## config.mk

```make
export PLATFORM = sky130hd
export DESIGN_NAME = fma_dot_lanes
export DESIGN_NICKNAME = d
export VERILOG_FILES = /design/src/rtl/fma_dot_lanes.sv
export SDC_FILE = /design/constraint.sdc
export NUM_CORES = 2
export LEC_CHECK = 0
export BUFFER_PORTS_ARGS = -buffer_cell sky130_fd_sc_hd__buf_2
export CELL_PAD_IN_SITES_DETAIL_PLACEMENT = 1
export CELL_PAD_IN_SITES_GLOBAL_PLACEMENT = 1
export CORE_MARGIN = 5
export CORE_UTILIZATION = 50
export CTS_CLUSTER_SIZE = 14
export DETAILED_ROUTE_END_ITERATION = 10
export PLACE_DENSITY = 0.86
export SYNTH_ARGS = -nofsm -noshare
export SYNTH_HDL_FRONTEND = slang
export SYNTH_SLANG_ARGS = --single-unit
```

## constraint.sdc

```tcl
create_clock -name clk_in -period 4.35 [get_ports clk_in]
set_input_delay 0.2175 -clock clk_in [delete_from_list [all_inputs] [get_ports clk_in]]
set_output_delay 0.2175 -clock clk_in [all_outputs]
set_load 0.05 [all_outputs]
```

## src/rtl/fma_dot_lanes.sv

```systemverilog
// Multi-lane signed fixed-point dot product with cross-beat accumulation.
// The result is rounded half-up and then saturated or wrapped.
module fma_dot_lanes #(
    parameter int unsigned WIDTH       = 16,
    parameter int unsigned FIXED_POINT = 10,
    parameter int unsigned LANES       = 4,
    parameter bit          SATURATE    = 1'b1
) (
    input  logic                   clk_in,
    input  logic                   rst_n_in,
    input  logic [LANES*WIDTH-1:0] a_in,
    input  logic [LANES*WIDTH-1:0] b_in,
    input  logic [WIDTH-1:0]       c_in,
    input  logic                   valid_in,
    input  logic                   c_load_in,
    input  logic                   last_in,
    output logic                   ready_out,
    output logic [WIDTH-1:0]       out,
    output logic                   overflow_out,
    output logic                   valid_out,
    input  logic                   ready_in
);

    localparam int unsigned PROD_W = 2 * WIDTH;
    localparam int unsigned SUM_W  = PROD_W + $clog2(LANES);
    localparam int unsigned ACC_W  = SUM_W + 8;
    localparam logic [ACC_W-1:0] HALF = ACC_W'(1) << (FIXED_POINT - 1);

    logic stall, adv;

    // Stage 1: lane products
    logic signed [PROD_W-1:0] prod_d [LANES];
    logic signed [PROD_W-1:0] prod_q [LANES];
    logic [WIDTH-1:0]         c1_q;
    logic                     load1_q, last1_q, v1_q;

    // Stage 2: adder tree
    logic signed [SUM_W-1:0] sum_d, sum_q;
    logic [WIDTH-1:0]        c2_q;
    logic                    load2_q, last2_q, v2_q;

    // Stage 3: accumulator and finished (pre-rounding) result
    logic signed [ACC_W-1:0] acc_q, acc_next, acc_base, c_ext, sum_ext, fin_q;
    logic                    fin_v_q;

    // Output register
    logic signed [ACC_W-1:0] rnd;
    logic                    fits;
    logic [WIDTH-1:0]        res_d, out_q;
    logic                    ovf_q, vout_q;

    assign stall     = vout_q && !ready_in;
    assign adv       = !stall;
    assign ready_out = !stall;

    always_comb begin
        for (int i = 0; i < LANES; i++) begin
            prod_d[i] = $signed(a_in[i*WIDTH +: WIDTH]) * $signed(b_in[i*WIDTH +: WIDTH]);
        end
    end

    always_ff @(posedge clk_in or negedge rst_n_in) begin
        if (!rst_n_in) begin
            for (int i = 0; i < LANES; i++) prod_q[i] <= '0;
            c1_q    <= '0;
            load1_q <= 1'b0;
            last1_q <= 1'b0;
            v1_q    <= 1'b0;
        end else if (adv) begin
            for (int i = 0; i < LANES; i++) prod_q[i] <= prod_d[i];
            c1_q    <= c_in;
            load1_q <= c_load_in;
            last1_q <= last_in;
            v1_q    <= valid_in;
        end
    end

    always_comb begin
        sum_d = '0;
        for (int i = 0; i < LANES; i++) begin
            sum_d = sum_d + SUM_W'(prod_q[i]);
        end
    end

    always_ff @(posedge clk_in or negedge rst_n_in) begin
        if (!rst_n_in) begin
            sum_q   <= '0;
            c2_q    <= '0;
            load2_q <= 1'b0;
            last2_q <= 1'b0;
            v2_q    <= 1'b0;
        end else if (adv) begin
            sum_q   <= sum_d;
            c2_q    <= c1_q;
            load2_q <= load1_q;
            last2_q <= last1_q;
            v2_q    <= v1_q;
        end
    end

    always_comb begin
        c_ext    = {{(ACC_W - WIDTH){c2_q[WIDTH-1]}}, c2_q} << FIXED_POINT;
        sum_ext  = {{(ACC_W - SUM_W){sum_q[SUM_W-1]}}, sum_q};
        acc_base = load2_q ? c_ext : acc_q;
        acc_next = acc_base + sum_ext;
    end

    always_ff @(posedge clk_in or negedge rst_n_in) begin
        if (!rst_n_in) begin
            acc_q   <= '0;
            fin_q   <= '0;
            fin_v_q <= 1'b0;
        end else if (adv) begin
            if (v2_q) begin
                acc_q   <= last2_q ? '0 : acc_next;
                fin_v_q <= last2_q;
                if (last2_q) fin_q <= acc_next;
            end else begin
                fin_v_q <= 1'b0;
            end
        end
    end

    // Result fits iff every bit from the sign position upward agrees.
    always_comb begin
        rnd  = $signed(fin_q + HALF) >>> FIXED_POINT;
        fits = (&rnd[ACC_W-1:WIDTH-1]) || (~|rnd[ACC_W-1:WIDTH-1]);
        if (SATURATE && !fits) begin
            res_d = rnd[ACC_W-1] ? {1'b1, {(WIDTH-1){1'b0}}} : {1'b0, {(WIDTH-1){1'b1}}};
        end else begin
            res_d = rnd[WIDTH-1:0];
        end
    end

    always_ff @(posedge clk_in or negedge rst_n_in) begin
        if (!rst_n_in) begin
            out_q  <= '0;
            ovf_q  <= 1'b0;
            vout_q <= 1'b0;
        end else if (adv) begin
            if (fin_v_q) begin
                out_q  <= res_d;
                ovf_q  <= !fits;
                vout_q <= 1'b1;
            end else begin
                vout_q <= 1'b0;
            end
        end
    end

    assign out          = out_q;
    assign overflow_out = ovf_q;
    assign valid_out    = vout_q;

endmodule

```

==> results of run 1 <==
[synthesized netlist by cell type, drive strengths merged (7+ instances only)]
| master | n | area [µm²] |
|---|---|---|
| xor2 | 82 | 718.2 |
| or3 | 11 | 68.82 |
| o211ai | 16 | 120.1 |
| a31oi | 18 | 112.6 |
| a211o | 12 | 105.1 |
| mux2 | 42 | 476.7 |
| buf | 9 | 42.54 |
| nor4 | 13 | 87.58 |
| or4 | 8 | 67.56 |
| a22o | 29 | 254.0 |
| a21oi | 196 | 980.9 |
| clkbuf | 202 | 758.2 |
| xnor2 | 124 | 1086 |
| a21o | 86 | 645.6 |
| a21boi | 11 | 82.58 |
| a2111oi | 7 | 61.31 |
| fa | 1114 | 22300 |
| o2111ai | 9 | 78.83 |
| o21ai | 190 | 950.9 |
| o31ai | 24 | 180.2 |
| or2 | 7 | 43.79 |
| inv | 1195 | 4486 |
| o21a | 26 | 195.2 |
| nand3 | 48 | 240.2 |
| nor2 | 202 | 758.2 |
| ha | 403 | 5042 |
| and2 | 502 | 3141 |
| and4 | 7 | 61.31 |
| nand2 | 827 | 3104 |
| dfrtp | 294 | 7357 |
| a31o | 7 | 61.31 |
| nor3 | 42 | 210.2 |
| a211oi | 38 | 285.3 |
| and3 | 21 | 131.4 |
| nand2b | 36 | 225.2 |
| nor2b | 21 | 131.4 |
| a311oi | 15 | 131.4 |
| o21bai | 20 | 150.1 |
| nand4 | 17 | 112.6 |
[kinds of logic after synthesis]
group | count (synthesis) | share of synthesized area
AO/OA/AOI/OAI | 751 | 0.08720
XOR/XNOR | 206 | 0.03243
adder cells (fa/ha/maj) | 1517 | 0.4915
buffers and inverters | 1406 | 0.09502
flip-flops | 294 | 0.1322
multiplexers | 47 | 0.009469
AND/OR/NAND/NOR | 1772 | 0.1521
[what timing repair did]
action	4_1_cts
setup buffers	106
hold buffers	20
endpoints found under the setup margin	100
resized for setup	756
cloned	4
pin swaps	327
hold endpoints to repair	96
[metrics by stage]
step	cell area, µm²	cells
detailed placement	64060	8152
floorplan	57050	5993
global placement	64060	8152
CTS	69010	8332
[layer usage]
metal	GRT overflow	track usage
met1	0	0.7567
met2	28	0.9010
met3	2	0.7198
met4	28	0.8059
met5	0	0.5882
==> qor_table.md, run 1 <==
| Quantity | This run |
| --- | --- |
| Status | aborted with a tool error |
| Stage where the run ended | global routing (5_1_grt) |
| Run-stopping error | [ERROR GRT-0232] Routing congestion too high. Check the congestion heatmap in the GUI. |
| Number of sinks handled by clock tree synthesis | 294 |
| Worst endpoint type | register data pin |
| HPWL after detailed placement | 165,900 µm |
| Pin count of the biggest net entering global routing | 180 |
| Initial antenna violation count | 56 |
| Sequential-to-total area share from yosys stat | 0.1322 |
| Initial core utilization | 0.5027 |
| Total CTS buffers | 35 |
| Chip height | 343.6 µm |
| Number of levels the H-tree was split into | 2 |
| Post-synthesis instance total | 5,993 |
| Overall Global Routing Usage | 0.7920 |
| Dpl ws | -1.985 ns |
| CTS Root Cell | sky130_fd_sc_hd__clkbuf_16 |
| Synth cell types | 75 |
| Syn Nets | 7,660 |
| Crit. endpoint post-GRT repair | prod_q[62]$_DFFE_PN0N_/D |
| Number of warnings printed during yosys synthesis | 0 |
| Share of async-settable or async-resettable flops after synthesis | 1.000 |
| Top_reg_cell synth | sky130_fd_sc_hd__dfrtp_1 |
| Die outline width | 343.6 µm |
| Number of placement rows | 122 |
| Buffers added on ports | 168 |
| GRT Residual Overflow | 58 |
| Average instance area after synthesis | 9.283 µm² |
| EDFF count, synth | 0 |
| Weighted congestion at the end of routability-driven global placement | 0.9189 |
| Area of the mapped netlist | 55,630 µm² |
| Ports | 169 |
| CTS Buffer Depth | 3 |
| Number of register bits inferred by synthesis | 294 |
==> run 2: changes to the inputs <==
==> config.mk (replaced) <==
export PLATFORM = sky130hd
export DESIGN_NAME = fma_dot_lanes
export DESIGN_NICKNAME = d
export VERILOG_FILES = /design/src/rtl/fma_dot_lanes.sv
export SDC_FILE = /design/constraint.sdc
export NUM_CORES = 2
export LEC_CHECK = 0
export BUFFER_PORTS_ARGS = -buffer_cell sky130_fd_sc_hd__buf_2
export CORE_MARGIN = 5
export CORE_UTILIZATION = 35
export DETAILED_ROUTE_END_ITERATION = 10
export PLACE_DENSITY_LB_ADDON = 0.15
export SYNTH_ARGS = -nofsm -noshare
export SYNTH_HDL_FRONTEND = slang
export SYNTH_SLANG_ARGS = --single-unit
==> qor_table.md, run 2 <==
| Quantity | This run | vs previous |
| --- | --- | --- |
| Number of levels the H-tree was split into | 2 | unchanged |
| Clock tree from TritonCTS | built |  |
| Post-synthesis instance total | 5,993 | unchanged |
| Number of fill cells in the layout | 15,608 |  |
| Critical Setup Path Class | primary input to register |  |
| DRC violation count after routing | 0 |  |
| Register containing the most flip-flops in the final layout | prod_q |  |
| EDFF count, synth | 0 | unchanged |
| Number of sinks handled by clock tree synthesis | 294 | unchanged |
| Fraction of final layout cells with drive strength greater than 1 | 0.2341 |  |
| Crit path from | b_in[36] |  |
| Number of flip-flops in the largest register | 128 |  |
| Sequential-to-total area share from yosys stat | 0.1322 | unchanged |
| Number of placement rows | 146 | was 122 |
| Destination of the worst register-to-register timing path | sum_q[32]$_DFFE_PN0N_ |  |
| Crit path required time | 4.76 ns |  |
| Initial antenna violation count | 1 |  |
| Synth cell types | 75 | unchanged |
| Dpl ws | -1.762 ns | was -1.985 ns |
| Crit path arrival time | 5.79 ns |  |
| Most common cell after layout, fill and taps aside | sky130_fd_sc_hd__inv_1 |  |
| CP startpoint kind | primary input |  |
| Average detailed-routed wire length per instance | 16.69 µm |  |
| Status | finished with violations | was aborted with a tool error |
| Number of warnings printed during yosys synthesis | 0 | unchanged |
| Worst setup path end | prod_q[62]$_DFFE_PN0N_ |  |
| Routed via count divided by cell count | 4.718 |  |
| Buffers added on ports | 168 | unchanged |
| Die outline width | 408.7 µm | was 343.6 µm |
| Total CTS buffers | 37 | was 35 |
| Number of nets in the layout | 8,508 |  |
| Total die area | 167,000 µm² |  |
| Ports | 169 | unchanged |
| Initial core utilization | 0.3517 | was 0.5027 |
| Weighted congestion at the end of routability-driven global placement | 0.8483 | was 0.9189 |
| Register cell area after layout | 7358 µm² |  |
| Register-to-register path setup slack | 0.25 ns |  |
| Setup Viol. Count Final | 82 |  |
| Fraction of synthesized cell area taken by the top area cell type | 0.4009 | unchanged |
| Total of max-cap violations | 0 |  |
| Commonest cells after routing, fill and taps aside | 1,127 x sky130_fd_sc_hd__inv_1, 1,063 x sky130_fd_sc_hd__fa_1, 803 x sky130_fd_sc_hd__nand2_1 |  |
| Syn Nets | 7,660 | unchanged |
| Number of register bits inferred by synthesis | 294 | unchanged |
| Largest fanout on the critical path | 6 |  |
| Setup slack of the critical path after layout | -1.029 ns |  |
| Area of the mapped netlist | 55,630 µm² | unchanged |
| Top_reg_cell synth | sky130_fd_sc_hd__dfrtp_1 | unchanged |
| Area of the core | 158,200 µm² |  |
| Leading registers by flop count | prod_q x128, acc_q x42, sum_q x34 |  |
| Headroom to the max-slew limit | 0.3255 |  |
| Chip height | 408.7 µm | was 343.6 µm |
| Via count of the first global-routing pass | 46,299 |  |
| Worst Setup End Kind | register |  |
| CTS Root Cell | sky130_fd_sc_hd__clkbuf_16 | unchanged |
| Hold Vio Cnt, Final | 0 |  |
| Wire length of the first global-routing pass | 248,300 µm |  |
| Startpoint of the worst register-to-register path | prod_q[38]$_DFFE_PN0N_ |  |
| Classification of the worst-slack hold path | primary input to register |  |
| Area contributors post-synth | sky130_fd_sc_hd__fa_1 40%, sky130_fd_sc_hd__dfrtp_1 13%, sky130_fd_sc_hd__ha_1 9.1%, sky130_fd_sc_hd__inv_1 8.1%, sky130_fd_sc_hd__and2_1 5.6% | unchanged |
| Via count of the routed design | 42,184 |  |
| Share of async-settable or async-resettable flops after synthesis | 1.000 | unchanged |
| Remaining number of nets flagged by the antenna check after routing | 0 |  |
| Clock slew at reported path FFs | 0.06 ns |  |
| Cell accounting for the most synthesized area | sky130_fd_sc_hd__fa_1 | unchanged |
| 1st-iter DRT viols | 1,872 |  |
| Commonest cells post-synth | 1,194 x sky130_fd_sc_hd__inv_1, 1,114 x sky130_fd_sc_hd__fa_1, 827 x sky130_fd_sc_hd__nand2_1 | unchanged |
| CTS Buffer Depth | 3 | unchanged |
| Min Tclk post-route | 5.379 ns |  |
| Dominant cell by count in the synthesized netlist | sky130_fd_sc_hd__inv_1 | unchanged |
| Average instance area after synthesis | 9.283 µm² | unchanged |
| Number of max-slew violations in the final report | 0 |  |
| P&R area growth vs syn | 25.72% |  |
| Skew-Pair Late Insertion Delay | 0.58 ns |  |
| Total wire length after detailed routing | 149,200 µm |  |
| Pin count of the biggest net entering global routing | 171 |  |
| Area occupied by multi-input gates | 45,490 µm² |  |
| FMAX | 0.1859 GHz |  |
| RSZ-0062 raised after global routing | yes |  |
| Diodes inserted | 0 |  |
| TritonRoute pass-1 iters | 5 |  |
| Transition time at the pin with the least slew margin | 1.011 ns |  |
| HPWL after detailed placement | 127,500 µm | was 165,900 µm |
| GRT Residual Overflow | 0 |  |
| Hold path cells | 4 |  |
| Overall Global Routing Usage | 0.1820 |  |
| Worst clock skew on the final layout | 0.03232 ns |  |
| Cell count of the worst reg-to-reg path | 12 |  |
| Final worst-path cycle share | 1.237 |  |
| Failing checks | setup timing |  |
-- run 2: final cells by class --
class / count / area share
inverters: 1195 / 0.06438
multi-input cells: 4293 / 0.6504
clock inverters: 18 / 0.002952
well taps: 2072 / 0.03707
clock buffers: 50 / 0.01479
flip-flops and latches: 294 / 0.1052
repair buffers: 1020 / 0.1252
-- run 2: metrics by stage --
stage	cell area [µm²]	hold slack [ns]	setup TNS (ns)	std cells	util
after floorplan	57050	-0.07809	-58.20	5993	-
final	69940	0.1402	-47.99	8942	0.4421
after CTS	68920	0.1123	-43.75	8901	0.4357
after global routing	69940	0.1687	-62.00	8942	0.4421
after global placement	64940	0.3008	-110.80	8756	0.4105
after detailed placement	64940	0.2988	-112.34	8756	0.4105
-- run 2: what timing repair did --
action	CTS	global route
endpoints found under the hold margin	109	0
hold buffers	20	0
resized for setup	515	185
pin swaps	265	213
cloned	3	1
buffers inserted	72	44
endpoints found under the setup margin	90	95
-- run 2: cell families (layout without fill, tap and decap cells) --
group                    Yosys count  count (layout)  share of synthesized area
AND/OR/NAND/NOR                 1772            1772                     0.1521
adder cells (fa/ha/maj)         1517            1517                     0.4915
buffers and inverters           1406            2283                    0.09502
AO/OA/AOI/OAI                    751             751                    0.08720
flip-flops                       294             294                     0.1322
XOR/XNOR                         206             206                    0.03243
multiplexers                      47              47                   0.009469
-- run 2: how the worst min path moves through the flow --
stage / start / to / slack, ns
finish: b_in[48] / prod_q[0]$_DFFE_PN0N_ / 0.14
global route: a_in[32] / prod_q[32]$_DFFE_PN0N_ / 0.17
CTS: b_in[48] / prod_q[0]$_DFFE_PN0N_ / 0.11
detailed placement: rst_n_in / last1_q$_DFFE_PN0N_ / 0.30
global placement: rst_n_in / last1_q$_DFFE_PN0N_ / 0.30
floorplan: rst_n_in / acc_q[0]$_DFFE_PN0P_ / -0.08
-- run 2: metal layers --
layer	global-route usage	wire length [µm]
met1	0.2587	70700
met2	0.3120	72410
met3	0.01484	3858
met4	0.02556	2236
met5	0	0
-- run 2: critical path, stage by stage --
cell	delay, ns
sky130_fd_sc_hd__buf_8	0.11
sky130_fd_sc_hd__buf_12	0.12
sky130_fd_sc_hd__and2_4	0.15
sky130_fd_sc_hd__fa_1	0.53
sky130_fd_sc_hd__inv_1	0.05
sky130_fd_sc_hd__fa_1	0.46
sky130_fd_sc_hd__fa_1	0.53
sky130_fd_sc_hd__inv_2	0.04
sky130_fd_sc_hd__fa_2	0.46
sky130_fd_sc_hd__fa_1	0.50
sky130_fd_sc_hd__inv_1	0.05
sky130_fd_sc_hd__fa_1	0.49
sky130_fd_sc_hd__inv_2	0.05
sky130_fd_sc_hd__ha_4	0.15
sky130_fd_sc_hd__a211o_1	0.30
sky130_fd_sc_hd__o211ai_1	0.13
sky130_fd_sc_hd__o2111a_1	0.22
sky130_fd_sc_hd__o211ai_1	0.18
sky130_fd_sc_hd__a2111oi_4	0.45
sky130_fd_sc_hd__nor3_4	0.09
sky130_fd_sc_hd__o41ai_2	0.26
sky130_fd_sc_hd__a21o_1	0.17
sky130_fd_sc_hd__a31oi_1	0.07
Power of run 2 is not shown: default switching activity piles up to over one toggle a cycle in this logic, so the estimate is an artifact.
